### src/rtl/fifo_sync_param.sv
// Purpose: parametrised single-clock circular-buffer FIFO with occupancy count, thresholds and error pulses.
// Latency: a word written on cycle N is readable on N+1; registered mode returns data the cycle after get.
// Backpressure: a put at full is dropped unless a get frees a slot that cycle; a get at empty is ignored; both pulse an error flag.
module fifo_sync_param #(
    parameter int DATA_WIDTH = 32,
    parameter int DEPTH      = 16,
    parameter int AFULL_THR  = DEPTH - 2,
    parameter int AEMPTY_THR = 2,
    parameter int FWFT       = 0
) (
    input  logic                         clk,
    input  logic                         rst,
    input  logic [DATA_WIDTH-1:0]        data_in,
    input  logic                         put,
    input  logic                         get,
    output logic [DATA_WIDTH-1:0]        data_out,
    output logic                         full,
    output logic                         empty,
    output logic                         almost_full,
    output logic                         almost_empty,
    output logic [$clog2(DEPTH):0]       count,
    output logic                         overflow,
    output logic                         underflow
);

    localparam int PTR_W = $clog2(DEPTH);
    localparam int CNT_W = PTR_W + 1;

    logic [DATA_WIDTH-1:0] mem [DEPTH];

    logic [PTR_W-1:0] wr_ptr_q, wr_ptr_d;
    logic [PTR_W-1:0] rd_ptr_q, rd_ptr_d;
    logic [CNT_W-1:0] count_q, count_d;
    logic             overflow_q, overflow_d;
    logic             underflow_q, underflow_d;
    logic             put_ok, get_ok;

    // Flags are decoded from the registered count only, so they never depend on this cycle's requests.
    assign full         = (count_q == CNT_W'(DEPTH));
    assign empty        = (count_q == '0);
    assign almost_full  = (count_q >= CNT_W'(AFULL_THR));
    assign almost_empty = (count_q <= CNT_W'(AEMPTY_THR));
    assign count        = count_q;
    assign overflow     = overflow_q;
    assign underflow    = underflow_q;

    // A get at full frees a slot in the same cycle, so put may be accepted alongside it.
    assign get_ok = get & ~empty;
    assign put_ok = put & (~full | get_ok);

    // Next-state for pointers, occupancy and the one-cycle error pulses.
    always_comb begin
        wr_ptr_d    = wr_ptr_q;
        rd_ptr_d    = rd_ptr_q;
        count_d     = count_q + CNT_W'(put_ok) - CNT_W'(get_ok);
        overflow_d  = put & ~put_ok;
        underflow_d = get & ~get_ok;
        if (put_ok) begin
            wr_ptr_d = wr_ptr_q + PTR_W'(1);
        end
        if (get_ok) begin
            rd_ptr_d = rd_ptr_q + PTR_W'(1);
        end
    end

    // Control state; reset discards all stored words at once.
    always_ff @(posedge clk or posedge rst) begin
        if (rst) begin
            wr_ptr_q    <= '0;
            rd_ptr_q    <= '0;
            count_q     <= '0;
            overflow_q  <= 1'b0;
            underflow_q <= 1'b0;
        end else begin
            wr_ptr_q    <= wr_ptr_d;
            rd_ptr_q    <= rd_ptr_d;
            count_q     <= count_d;
            overflow_q  <= overflow_d;
            underflow_q <= underflow_d;
        end
    end

    // Storage array; contents are deliberately left unreset.
    always_ff @(posedge clk) begin
        if (put_ok) begin
            mem[wr_ptr_q] <= data_in;
        end
    end

    generate
        if (FWFT != 0) begin : g_fwft
            // Head word is presented continuously; forced to zero when empty so the bus is quiet.
            assign data_out = empty ? '0 : mem[rd_ptr_q];
        end else begin : g_reg
            logic [DATA_WIDTH-1:0] dout_q;
            // Output register loads the head word only on an accepted get and holds otherwise.
            always_ff @(posedge clk or posedge rst) begin
                if (rst) begin
                    dout_q <= '0;
                end else if (get_ok) begin
                    dout_q <= mem[rd_ptr_q];
                end
            end
            assign data_out = dout_q;
        end
    endgenerate

endmodule

### config.mk
export PLATFORM = sky130hd
export DESIGN_NAME = fifo_sync_param
export DESIGN_NICKNAME = d
export VERILOG_FILES = /design/src/rtl/fifo_sync_param.sv
export SDC_FILE = /design/constraint.sdc
export NUM_CORES = 1
export LEC_CHECK = 0
export CELL_PAD_IN_SITES_DETAIL_PLACEMENT = 0
export CELL_PAD_IN_SITES_GLOBAL_PLACEMENT = 1
export CORE_MARGIN = 2
export CORE_UTILIZATION = 49
export DETAILED_ROUTE_END_ITERATION = 10
export PLACE_DENSITY_LB_ADDON = 0.12
export SKIP_CTS_REPAIR_TIMING = 1
export SYNTH_ARGS = -nofsm -noshare
export SYNTH_HDL_FRONTEND = slang
export SYNTH_SLANG_ARGS = --single-unit
### constraint.sdc
create_clock -name clk -period 3.8 [get_ports clk]
set_input_delay 0.95 -clock clk [delete_from_list [all_inputs] [get_ports clk]]
set_output_delay 0.95 -clock clk [all_outputs]
set_load 0.01 [all_outputs]
# Word-level counts from Yosys, hierarchy flattened
# Memory sizes are Yosys's and may differ from the RTL's. A register that Yosys moved wholly into a read port is not among the register bits.
# Index checks and enable logic that the tools add are counted.
[totals] latch_bits=0 rom_bits=0 n_memories=1 reg_bits=15 input_bits=36 ramBits=512 elab_cells=25 output_inout_bits=43
[memory_table] memory="mem" depth=16 width=32 rd=1 rd_ports_with_merged_regs=1 wr=1 line_no="29" text="logic [DATA_WIDTH-1:0] mem [DEPTH];"
[op_classes] n_bitwise=9 order_cmp=2 eq_ne=1 n_mux=2 add_sub_neg=4 n_reduce_logical=1 shift=0 mul=0 div_mod_pow=0
[ops] op="adder 4 x 1 -> 4 bit, second input constant" n=2
[ops] op="adder 5 x 1 -> 5 bit" n=1
[ops] op="== test 5 bit, second input constant" n=1
[ops] op="greater-or-equal comparator 5 x 4 -> 1 bit, second input constant" n=1
[ops] op="less-or-equal comparator 5 x 2 -> 1 bit, second input constant" n=1
[ops] op="zero test 5 bit" n=1
[ops] op="subtractor 5 x 1 -> 5 bit" n=1
[ops] op="bitwise AND 1 bit" n=4
[ops] op="NOT 1 bit" n=4
[ops] op="two-way mux 1 bit" n=2
[ops] op="OR 1 bit" n=1

# Depth between registers and ports, before layout
# Gate-level depths: netlist (run 1).
[logic_depth] word_depth=7 depth_mapped=16 mapped_depth_nobuf=13

# Worst setup path after synthesis (run 1)
# Ideal clock, no wire load.
[synth_timing] kind="in2reg" start="input get" end="memory mem[3][0] (enable)" setup_slack_ns=-0.527 arrival_ns=3.866 required_time_ns=3.339 stages=5 path_buffers=2 setup_time_ns=0.461 path_cell_list="buf_2 o21a_1 clkbuf_1 nand2_1 nor3_1"
[synth_between] elab_chain_cells=5
[synth_lines] element="start, declared" line_no="15" text="input logic get,"
[synth_lines] element="bitwise AND 1 bit" line_no="48" text="assign get_ok = get & ~empty;"
[synth_lines] element="OR 1 bit" line_no="49" text="assign put_ok = put & (~full | get_ok);"
[synth_lines] element="bitwise AND 1 bit" line_no="49"
[synth_lines] element="two-way mux 1 bit" line_no="85" text="if (put_ok) begin"
[synth_lines] element="two-way mux 1 bit (not written as such)" line_no="86" text="mem[wr_ptr_q] <= data_in;"
[synth_lines] element="end, declared" line_no="29"
# No other way between the ends.

# Final worst setup path (run 1)
[layout_timing] start="register count_q[2], in the netlist count[2]" end="output empty"
[layout_between] elab_chain_cells=1
[layout_lines] element="start, declared" line_no="33" text="logic [CNT_W-1:0] count_q, count_d;"
[layout_lines] element="start signal, assigned" line_no="77" text="count_q <= count_d;"
[layout_lines] element="zero test 5 bit" line_no="40" text="assign empty = (count_q == '0);"
[layout_lines] element="end, declared" line_no="18" text="output logic empty,"
# No other way between the ends.

==> reports/results.ini, run 1 <==
[outcome]
status=complete, no violations

[min_path]
worstHoldPathType=reg -> reg
min_from=data_out[26]
hold_depth=2
hold_end=data_out[26]

[yosys]
dominantRegCellSynth=edfxtp_1
ys.warnings.count=0
ys_seq_elements=559
synth_mux_area_share_pct=15.19
syn_area_um2=21290
synth.distinct_cells=36
syn_area_per_cell_um2=22.07
synthesis.instances=965
synthArstFlopShare_pct=8.408
synth-compound-area-share_pct=2.538
syn-num-nets=1017
synth_edf_count=512
synthAdderAreaFrac_pct=0.9754
yosysSeqAreaShare_pct=77.73
synth-xor-area-share_pct=0.3702
yosys.area_share.simple_pct=1.557
synth_top_family_by_area=multiplexers

[global_route]
grt_pass1_wl_um=66610
grt_overflow=0
grt_pass1_vias=10280
antenna_found_initial=0
grt_start_max_net_pins=67
track_usage_pct=20.61

[pwr]
total_power_w=0.01829
powerDensity_nw_per_um2=734.7
vdd_drop_max_v=0.0004365
p_leak_nw=8.057

[floorplanning]
fp.dieW_um=212.5
rows=76
start_util_pct=49.54
dieArea_um2=45140
pin_count=79
coreArea_um2=42980
die_y_um=212.5

[cts]
clk_pin_slew_ps=60
cts_buffers=56
clk_path_buf_depth=3
h-tree-depth=2
cts-root-buf=clkbuf_16
cts_tree=yes
clkLatencyLatePin_ps=600
cts.sinks=559

[setup_path]
r2r-start=count[2]
cp_top_family=buffers and inverters
criticalPathCategory=reg -> out
regToRegSetupSlack_ps=960
reg2reg_to=count[4]
crit_chain=inv_1 -> ha_1 -> or4b_1 -> inv_1 -> clkdlybuf4s50_1
cp_slowest_cell=or4b_1
crit_fanout=6
required_ps=2850
crit_arrival_ps=2570
critPathBufInv=3
crit_top_cell=inv_1
reg2regPathDepth=13
critPathMaxStageDelay_ps=580
worst_setup_path_end_kind=output port
start_kind=flip-flop

[routing]
antenna_left=0
drtIter0Drc=689
first_pass_iters=4
avgRoutedWirePerCell_um=25.90
vias=9872
viasPerCell=5.710
wl_um=44780
drc_errors=0

[layout]
diodes=0
drive_above_1_share_pct=26.05
stdcell_area_um2=24890
final_nets=1148
n_fill_cell=3202
syn_to_final_growth_pct=16.91

[sta]
slew_headroom_pct=37.04
slew_viol_final=0
timing.fmax_mhz=284.1
period_minus_slack_ps=3520
rsz0062_at_grt=no
layout_setup_ws_ps=280.2
setup_viol=0
finalHoldViolations=0
timing.final.crit_share_pct=92.63
fin_worst_skew_ps=9.528
totalNegativeSetupSlack_ps=0
tightest_slew_ps=944.4

[placement]
dp_hpwl_um=25680
dpl_cell_area_um2=23120
io_buffers=78
globalplace.congestion=0.7249
dp_slack_ps=627.1

[flow_run]
cap_viol_max_count=0

==> flip-flops by register name (all words and copies together) (netlist names) <==
| signal | flops |
|---|---|
| mem | 512 |
| data_out | 32 |
| count | 5 |
| rd_ptr_q | 4 |
| wr_ptr_q | 4 |
| overflow | 1 |
| underflow | 1 |
==> worst min-delay path, delay by kind of cell, from the launching register on <==
| kind | cells | cell delay [ps] |
|---|---|---|
| flip-flops | 1 | 370 |
| AND/OR/NAND/NOR | 1 | 100 |
| AO/OA/AOI/OAI | 1 | 50 |
==> through the flow <==
step	instances	utilization (%)	hold slack (ps)
after global placement	1623	53.78	556.2
after CTS	1729	57.92	571.1
after floorplan	965	-	511.0
final	1729	57.92	564.3
after detailed placement	1623	53.78	562.8
after global routing	1729	57.92	607.4
==> cells in the mapped netlist, types with 3 or more instances <==
cell	instances	area [um^2]
nor3_1	4	20.02
buf_4	10	75.07
clkbuf_1	10	37.54
inv_1	12	45.04
buf_6	3	33.78
xnor2_1	7	61.31
edfxtp_1	512	15370
mux4_2	129	2905
dfrtp_1	47	1176
nand2b_1	4	25.02
o22ai_1	46	287.8
mux2i_1	16	160.2
nor2_1	33	123.9
ha_1	15	187.7
nand2_1	17	63.81
a311oi_1	16	140.1
buf_2	29	145.1
mux2_2	15	168.9
a21oi_1	17	85.08
==> worst max path at each step <==
stage | depth (start not counted) | startpoint | to
floorplan | 5 | get | mem[15][0]
global placement | 11 | put | count[4]
detailed placement | 11 | put | count[4]
CTS | 5 | count[2] | empty
global route | 5 | count[2] | empty
finish | 5 | count[2] | empty
==> layout make-up <==
cell class | instances | area (um^2) | share of cell area [%]
sequential | 559 | 16570 | 66.55
multi-input combinational | 339 | 4529 | 18.20
clock buffer | 80 | 1573 | 6.318
timing repair buffer | 128 | 1244 | 4.996
tap | 585 | 732.0 | 2.940
clock inverter | 26 | 203.9 | 0.8193
inverter | 12 | 45.04 | 0.1810
==> cells by family (layout without fill, tap and decap cells) <==
kind of cell | after synthesis | after routing
multiplexers | 160 | 160
AND/OR/NAND/NOR | 71 | 71
buffers and inverters | 67 | 246
AO/OA/AOI/OAI | 83 | 83
adder cells (fa/ha/maj) | 16 | 16
XOR/XNOR | 9 | 9
flip-flops | 559 | 559
==> cell usage in the layout, fill, tap and decap left out, drive strengths merged, types with 2 or more instances in the layout <==
cell and instances:
clkbuf 80, edfxtp 512, mux2i 16, nand2b 4, nor2 33, nand3 2
o21a 2, dfrtp 47, nand2 17, ha 15, mux4 129, xnor2 7
bufinv 3, xor2 2, buf 50, o22ai 46, and2 2, a311oi 16
clkdlybuf4s50 78, clkinv 20, mux2 15, nand4 2, inv 14, a21oi 17
nor3 4
==> metal layers <==
layer / global-route usage [%] / routed length [um] / share of wire [%] / vias up
met1: 30.17 / 20350 / 45 / 5287
met4: 5.715 / 751 / 1.7 / 0
met5: 0 / 0 / 0 / -
li1: - / - / - / 4300
met3: 2.984 / 1965 / 4.4 / 50
met2: 32.89 / 21710 / 48 / 235
==> where the power goes <==
group | total, W | leakage, nW | switching, W | internal (W)
Combinational | 0.00477 | 2.03 | 0.00231 | 0.00246
Sequential | 0.00821 | 5.16 | 0.000673 | 0.00754
Clock | 0.00530 | 0.874 | 0.00223 | 0.00307
(Power assumes the default switching activity.)
==> inputs of run 2 (changes only) <==
REMOVE_ABC_BUFFERS = 1   (was default)
==> reports/results.ini, run 2 (synthesis results as in run 1) <==
[global_route]
grt_start_max_net_pins=69  ; was 67
antenna_found_initial=0  ; unchanged
grt_pass1_vias=10240  ; was 10,280
track_usage_pct=20.56  ; was 20.61%
grt_pass1_wl_um=66760  ; was 66,610 um
grt_overflow=0  ; unchanged

[setup_path]
worst_setup_path_end_kind=output port  ; unchanged
required_ps=2850  ; about the same
crit_arrival_ps=2590  ; was 2570 ps
criticalPathCategory=reg -> out  ; unchanged
crit_fanout=6  ; unchanged
start_kind=flip-flop  ; unchanged

[cts]
cts_tree=yes  ; unchanged
clk_path_buf_depth=3  ; unchanged
h-tree-depth=2  ; unchanged
cts.sinks=559  ; unchanged
clk_pin_slew_ps=60  ; about the same
cts_buffers=55  ; was 56
clkLatencyLatePin_ps=600  ; about the same
cts-root-buf=clkbuf_16  ; unchanged

[layout]
n_fill_cell=3230  ; was 3,202
final_nets=1143  ; was 1,148
drive_above_1_share_pct=26.01  ; was 26.05%
syn_to_final_growth_pct=16.94  ; was 16.91%
layout_common_cells=512 x edfxtp_1, 129 x mux4_2, 78 x clkdlybuf4s50_1  ; unchanged
mostFrequentLayoutCell=edfxtp_1  ; unchanged
largest_register_ffs=512  ; unchanged
top_register=mem  ; unchanged
diodes=0  ; unchanged

[sta]
period_minus_slack_ps=3537  ; was 3520 ps
timing.final.crit_share_pct=93.07  ; was 92.63%
slew_headroom_pct=31.71  ; was 37.04%
tightest_slew_ps=1024  ; was 944.4 ps
whs_ps=518.8  ; was 564.3 ps
timing.fmax_mhz=282.7  ; was 284.1 MHz
slew_viol_final=0  ; unchanged
rsz0062_at_grt=no  ; unchanged
fin_worst_skew_ps=24.00  ; was 9.528 ps
finalHoldViolations=0  ; unchanged
setup_viol=0  ; unchanged

[routing]
avgRoutedWirePerCell_um=25.81  ; was 25.90 um
drc_errors=0  ; unchanged
drtIter0Drc=805  ; was 689
vias=9861  ; was 9,872
wl_um=44470  ; was 44,780 um
antenna_left=0  ; unchanged
first_pass_iters=5  ; was 4
viasPerCell=5.723  ; was 5.710

[outcome]
status=complete, no violations  ; unchanged

[flow_run]
cap_viol_max_count=0  ; unchanged

[placement]
dp_hpwl_um=25030  ; was 25,680 um
globalplace.congestion=0.7145  ; was 0.7249
io_buffers=78  ; unchanged

[floorplanning]
dieArea_um2=45140  ; unchanged
pin_count=79  ; unchanged
die_y_um=212.5  ; unchanged
fp.dieW_um=212.5  ; unchanged
coreArea_um2=42980  ; unchanged
start_util_pct=49.54  ; unchanged
rows=76  ; unchanged

[pwr]
p_leak_nw=8.054  ; was 8.057 nW
powerDensity_nw_per_um2=737.0  ; was 734.7 nW/um^2
total_power_w=0.01835  ; was 0.01829 W
vdd_drop_max_v=0.0004052  ; was 0.0004365 V

[min_path]
worstHoldPathType=reg -> reg  ; unchanged

==> run 2: worst paths after layout <==
| kind | from | end | slack (ps) | cells past startpoint |
|---|---|---|---|---|
| max | count[2] | empty | 260 | 5 |
| min | data_out[31] | data_out[31] | 520 | 2 |
| max reg2reg | count[2] | count[4] | 970 | 13 |
| min reg2reg | data_out[31] | data_out[31] | 520 | 2 |
| max in group asynchronous | rst | rd_ptr_q[1] | 2570 | 3 |
| min in group asynchronous | rst | data_out[21] | 530 | 2 |
==> run 2: critical path, stage by stage (launching register included) <==
cell and delay, ps:
dfrtp_1 430, inv_1 120, ha_1 190, or4b_1 570, inv_1 120, clkdlybuf4s50_1 540
==> run 2: through the flow <==
stage	instance area, um^2	worst slack, ps	util, %	TNS (ps)	std cells
finish	24900	263.3	57.93	0	1723
global route	24900	118.9	57.93	0	1723
CTS	24900	231.0	57.93	0	1723
detailed placement	23100	497.3	53.74	0	1619
global placement	23100	510.5	53.74	0	1619
floorplan	20990	-740.8	-	-49370	910
==> run 2: final cells by class <==
| class | count | area [um^2] | area share (%) |
|---|---|---|---|
| clock buffer | 72 | 1511 | 6.070 |
| clock inverter | 32 | 289.0 | 1.161 |
| inverter | 12 | 45.04 | 0.1809 |
| multi-input combinational | 339 | 4504 | 18.09 |
| sequential | 559 | 16570 | 66.53 |
| tap | 585 | 732.0 | 2.940 |
| timing repair buffer | 124 | 1251 | 5.025 |
==> run 2: report_power, final <==
part / leakage, nW / switching [W] / internal [W]
Sequential: 5.16 / 0.000707 / 0.00754
Clock: 0.889 / 0.00224 / 0.00314
Combinational: 2.01 / 0.00227 / 0.00246
==> run 2: metal layers <==
metal | track usage [%] | part of all wire [%]
met4 | 5.088 | 1.5
met2 | 32.56 | 48
met5 | 0 | 0
met3 | 3.087 | 4.8
met1 | 30.51 | 46
